## src/rtl/wb_regfile.sv

```systemverilog
// wb_regfile: write-back mux, 32-entry register file with WB-to-ID bypass, retired-write counter
module wb_regfile #(
  parameter int DW = 32,
  parameter int AW = 5,
  parameter int CW = 32
) (
  input  logic          clk,
  input  logic          clrn,
  input  logic          wb_wreg,
  input  logic          wb_m2reg,
  input  logic [DW-1:0] wb_mo,
  input  logic [DW-1:0] wb_alu,
  input  logic [AW-1:0] wb_rn,
  input  logic [AW-1:0] rna,
  input  logic [AW-1:0] rnb,
  output logic [DW-1:0] qa,
  output logic [DW-1:0] qb,
  output logic [DW-1:0] wb_data,
  output logic [CW-1:0] wb_count
);
  logic [DW-1:0] regs [2**AW];
  logic commit;
  assign wb_data = wb_m2reg ? wb_mo : wb_alu;
  assign commit = wb_wreg && (wb_rn != '0);
  // bypass is gated by clrn so reads return 0 throughout reset
  always_comb begin
    qa = !clrn || rna == '0 ? '0 : commit && wb_rn == rna ? wb_data : regs[rna];
    qb = !clrn || rnb == '0 ? '0 : commit && wb_rn == rnb ? wb_data : regs[rnb];
  end
  always_ff @(posedge clk or negedge clrn)
    if (!clrn) begin
      for (int i = 0; i < 2**AW; i++) regs[i] <= '0;
      wb_count <= '0;
    end else if (commit) begin
      regs[wb_rn] <= wb_data;
      wb_count <= wb_count + CW'(1);
    end
endmodule

```

## config.mk

```make
export PLATFORM = sky130hd
export DESIGN_NAME = wb_regfile
export DESIGN_NICKNAME = d
export VERILOG_FILES = /design/src/rtl/wb_regfile.sv
export SDC_FILE = /design/constraint.sdc
export NUM_CORES = 2
export LEC_CHECK = 0
export ABC_AREA = 0
export BUFFER_PORTS_ARGS = -buffer_cell sky130_fd_sc_hd__buf_4
export CORE_ASPECT_RATIO = 0.5
export CORE_MARGIN = 1.5
export CORE_UTILIZATION = 35
export DETAILED_ROUTE_END_ITERATION = 7
export GPL_TIMING_DRIVEN = 1
export PLACE_DENSITY = 0.48
export SLEW_MARGIN = 0
export SYNTH_ARGS = -nofsm -noshare
export SYNTH_HDL_FRONTEND = slang
export SYNTH_SLANG_ARGS = --single-unit
```

## constraint.sdc

```tcl
create_clock -name clk -period 3.46 [get_ports clk]
set_input_delay 0.519 -clock clk [delete_from_list [all_inputs] [get_ports clk]]
set_output_delay 0.519 -clock clk [all_outputs]
set_load 0.005 [all_outputs]
```

== Word-level counts from Yosys, hierarchy flattened ==
Index checks and enable logic that the tools add are counted.

* Add/sub/neg operators: 1
* Reduce and logical (&&, ||, !) cells: 10
* Equal/unequal tests: 2
* Order comparisons: 4
* Bitwise gates (word level): 3
* Mux-type cells: 14

{| class="wikitable"
|+ Operators with widths
! kind !! number
|-
| 1024-bit bitwise mux || 1
|-
| 32-bit binary-select mux with 5-bit select || 2
|-
| 32-bit 2-to-1 mux || 10
|-
| 32-bit demux with 5-bit select || 1
|-
| 32-bit by 1-bit adder with 32-bit output, second input constant || 1
|-
| 6-bit >= comparator, second input constant || 3
|-
| 5-bit NOT with 6-bit output || 3
|-
| 5-bit == test || 2
|-
| 5-bit zero test || 2
|-
| 6-bit by 1-bit less-than comparator with 1-bit output, second input constant || 1
|-
| 5-bit nonzero test || 1
|-
| 1-bit logical AND || 4
|-
| 1-bit logical OR || 2
|-
| 1-bit zero test || 1
|}

* Output and inout port bits: 128
* Register bits after elaboration: 1056
* Word-level logic and storage cells: 67
* Bits of input ports: 83

== Logic depth before layout (Yosys ltp) ==
* Depth in word-level cells: 6
* Gate-level depth with buffers: 10
* Mapped depth without buffers: 5

== Worst setup path before layout ==
Ideal clock, no wire load.

* Kind: input-to-output
* From: input rnb[1]
* To: output qb[13]
* Slack: 502 ps
* Path buffers: 4
* Required time: 2941 ps
* Arrival: 2439 ps
* Stages on the path: 8
* Cells stage by stage: buf_4 -> buf_2 -> buf_4 -> clkbuf_1 -> mux4_2 -> a221o_1 -> a311oi_1 -> o21ai_0

* Word-level cells in the longest chain between the ends: 6
* Elaborated cells between the ends (all ways): 10
* Those cells by class: eq/ne: 1; mux: 5; bitwise: 1; reduce/logical: 3

{| class="wikitable"
|+ RTL lines
! element !! line !! text
|-
| start: declaration || 15 || <nowiki>input logic [AW-1:0] rnb,</nowiki>
|-
| 5-bit NOT with 6-bit output (implied by the code) || 28 || <nowiki>qb = !clrn || rnb == '0 ? '0 : commit && wb_rn == rnb ? wb_data : regs[rnb];</nowiki>
|-
| 32-bit binary-select mux with 5-bit select || 28 ||
|-
| 32-bit 2-to-1 mux (implied by the code) (2 in series) || 28 ||
|-
| 32-bit 2-to-1 mux || 28 ||
|-
| 32-bit 2-to-1 mux (*) || 28 ||
|-
| end: declaration || 17 || <nowiki>output logic [DW-1:0] qb,</nowiki>
|}

Every way passes the cells marked *; elsewhere a longest branch is shown, timed or not. The select of a mux whose other input is x is not followed.

== Worst setup path in the final report ==
* From: input rnb[0]
* To: output qb[24]

Same word-level chain as after synthesis.

==> flow_metrics.env <==
export IMPL_outcome="complete, but fails checks"
export IMPL_violations="negative setup slack"
export IMPL_period_needed_ps=3490
export IMPL_fillers=14700
export IMPL_antenna_found_initial=3
export IMPL_vias=42700
export IMPL_track_usage_pct=26.4
export IMPL_worst_slew_pin_slew_ps=1240
export IMPL_grt_pass1_wl_um=303000
export IMPL_r2r_cells=6
export IMPL_ys_flop_type="dfrtp_1"
export IMPL_die_area_sq_um=158000
export IMPL_setup_violations=2
export IMPL_clock_latency_ps=710
export IMPL_max_freq_mhz=287
export IMPL_synth_seq_cells=1056
export IMPL_utilization_pct=41.7
export IMPL_grt_pass1_vias=42200
export IMPL_clock_path_buffers=3
export IMPL_synth_fa_ha_area_share_pct=0.0230
export IMPL_peakVddDrop_uv=367
export IMPL_r2r_slack_ps=1120
export IMPL_syn_inst=5019
export IMPL_critPathMaxFanout=12
export IMPL_grt_max_degree=179
export IMPL_clock_sinks=1056
export IMPL_start_util_pct=35.2
export IMPL_vias_per_cell=5.83
export IMPL_grt_ovfl_total=0
export IMPL_cts_root_buf="clkbuf_16"
export IMPL_final_common_cell="dfrtp_1"
export IMPL_area_growth_syn_to_layout_pct=18.3
export IMPL_path_clk_slew_ps=70
export IMPL_timing_rr_end="wb_count[31]$_DFFE_PN0P_"
export IMPL_cts_tree="built"
export IMPL_p_per_area_nw_per_um2=580
export IMPL_drt_initial_drc_count=4149
export IMPL_r2r_start="wb_count[2]$_DFFE_PN0P_"
export IMPL_htreeDepth=3
export IMPL_postPlaceCellArea_sq_um=60600
export IMPL_cp_arrival_ps=2970
export IMPL_yosysSeqAreaShare_pct=48.5
export IMPL_synthArstFlopShare_pct=100
export IMPL_min_path_type="in2async"
export IMPL_yosys_area_share_simple_pct=9.33
export IMPL_fin_crit_sh_pct=101
export IMPL_drv_slew=0
export IMPL_pre_cts_ws_ps=-215
export IMPL_remaining_drc_errors=0
export IMPL_critPathCaptureType="output port"
export IMPL_synth_xor_area_share_pct=0.659
export IMPL_layout_drive_gt1_share_pct=24.3
export IMPL_syn_nets=5103
export IMPL_ant_nets=0
export IMPL_synthMuxAreaShare_pct=22.6
export IMPL_nets=5244
export IMPL_core_area_sq_um=155000
export IMPL_start_kind="primary input"
export IMPL_portBuffers=210
export IMPL_finalPower_mw=37.3
export IMPL_row_count=102
export IMPL_place_hpwl_um=132000
export IMPL_drv_cap=0
export IMPL_yosys_warnings=0
export IMPL_die_w_um=561
export IMPL_cts_made_buffers=104
export IMPL_max_slew_margin_rel_pct=17.5
export IMPL_fin_ws_ps=-30.3
export IMPL_postLayoutCellArea_sq_um=64400
export IMPL_wl_per_cell_um=28.6
export IMPL_gp_congestion=0.836
export IMPL_final_cell_mix="1056 x dfrtp_1, 601 x nand2_1, 574 x a21oi_1"
export IMPL_dr_pass1_iters=5
export IMPL_leakage_nw=27.9
export IMPL_num_io_pins=211
export IMPL_rsz0062_at_grt="true"
export IMPL_die_h_um=282
export IMPL_postSynthAreaPerCell_sq_um=10.8
export IMPL_critical_path_required_ps=2940
export IMPL_synth_edf_count=0
export IMPL_synth_top_family_by_area="multiplexers"
export IMPL_wirelength_um=210000
export IMPL_critPathKind="in2out"
export IMPL_finalHoldViolCount=0
export IMPL_ys_types=52
export IMPL_fin_skew_ps=4.95
export IMPL_syn_cell_area_sq_um=54500
export IMPL_synth_compound_area_share_pct=14.4
area by class of cell:
cell class	count	area, sq um	share of cell area, %
timing repair buffer	565	5450	8.47
clock inverter	38	469	0.728
sequential	1056	26400	41.0
clock buffer	153	3030	4.70
multi-input combinational	3398	26300	40.8
antenna	2	5.00	0.00777
tap	2080	2600	4.04
inverter	35	131	0.204
metrics by stage:
step / cells / TNS, ps / hold WS, ps
finish: 7327 / -49.5 / 196
global route: 7325 / -75.9 / 222
CTS: 7312 / 0 / 323
detailed placement: 7117 / -899 / 373
global placement: 7117 / -1070 / 373
floorplan: 5019 / 0 / 223
routing by layer:
layer  GRT usage, %  wire [um]
met2           41.2      94300
met3           5.03      15300
met4           8.24       6710
met5              0          0
met1           37.2      93500
how the worst max path moves through the flow:
stage              to  cells past startpoint                  start  slack (ps)
6_report       qb[24]                      8                 rnb[0]         -30
3_3_place_gp   qb[24]                      8               wb_rn[4]        -230
3_5_place_dp   qb[13]                      9                 rnb[0]        -220
2_1_floorplan  qb[13]                      8                 rnb[1]         500
5_1_grt        qb[26]                      7  regs[314]$_DFFE_PN0P_         -30
4_1_cts         qb[1]                     10                 rnb[0]        0.02
kinds of logic after synthesis:
logic type / Yosys count
DFF: 1056
xor gates and xnor gates: 41
and+or+nand+nor: 1256
AOI/OAI and AO/OA: 1395
adders and majority gates: 1
buffers and inverters: 566
muxes: 704
flip-flops by register name, indices dropped and copies added, names as in the netlist:
signal,flops
regs,1024
wb_count,32
repair_timing:
action | 4_1_cts | 5_1_grt
pin swaps | 4 | 6
gates cloned | 0 | 1
buffers inserted | 4 | 12
resized for setup | 17 | 21
setup endpoints to repair | 12 | 68
hold buffers | 1 | 0
hold endpoints to repair | 52 | 0
worst max-delay path, cell delays in order:
cell     delay, ps
buf_8          190
xnor2_1        150
nand3_1        240
o31ai_4        950
buf_4          420
nor4_2         160
a21o_1         180
buf_4          130
synth_stat cells (4+ instances only):
master / number / area [sq um]
nor4_1: 5 / 31.3
xor2_1: 4 / 35.0
or4_1: 8 / 60.1
a21oi_1: 574 / 2870
nand3b_1: 5 / 37.5
or2_2: 4 / 25.0
dfrtp_1: 1056 / 26400
a2bb2oi_1: 6 / 52.6
buf_6: 17 / 191
a22oi_1: 128 / 961
a22o_1: 23 / 201
buf_1: 12 / 45.0
nand3_1: 22 / 110
a221oi_1: 6 / 52.6
a221o_1: 23 / 230
mux4_2: 420 / 9460
mux2i_1: 272 / 2720
xnor2_1: 37 / 324
nor2b_1: 36 / 225
a211o_1: 32 / 280
and3_1: 27 / 169
mux2_2: 12 / 135
o22ai_1: 12 / 75.1
o21ai_1: 11 / 55.1
nand2_1: 613 / 2300
buf_4: 19 / 143
clkbuf_1: 404 / 1520
a211oi_1: 10 / 75.1
buf_2: 79 / 395
and2_1: 5 / 31.3
and4_1: 4 / 35.0
a311oi_1: 23 / 201
inv_1: 33 / 124
nor3b_1: 7 / 52.6
nand4_1: 7 / 43.8
o21ai_0: 535 / 2680
nor2_1: 503 / 1890
power by group:
group	internal (mW)	leakage, nW	total (mW)	switching [mW]
Combinational	4.37	12.9	8.34	3.98
Clock	6.74	1.73	12.0	5.25
Sequential	14.9	13.3	17.0	2.08
Power figures use the tool's default switching activity.
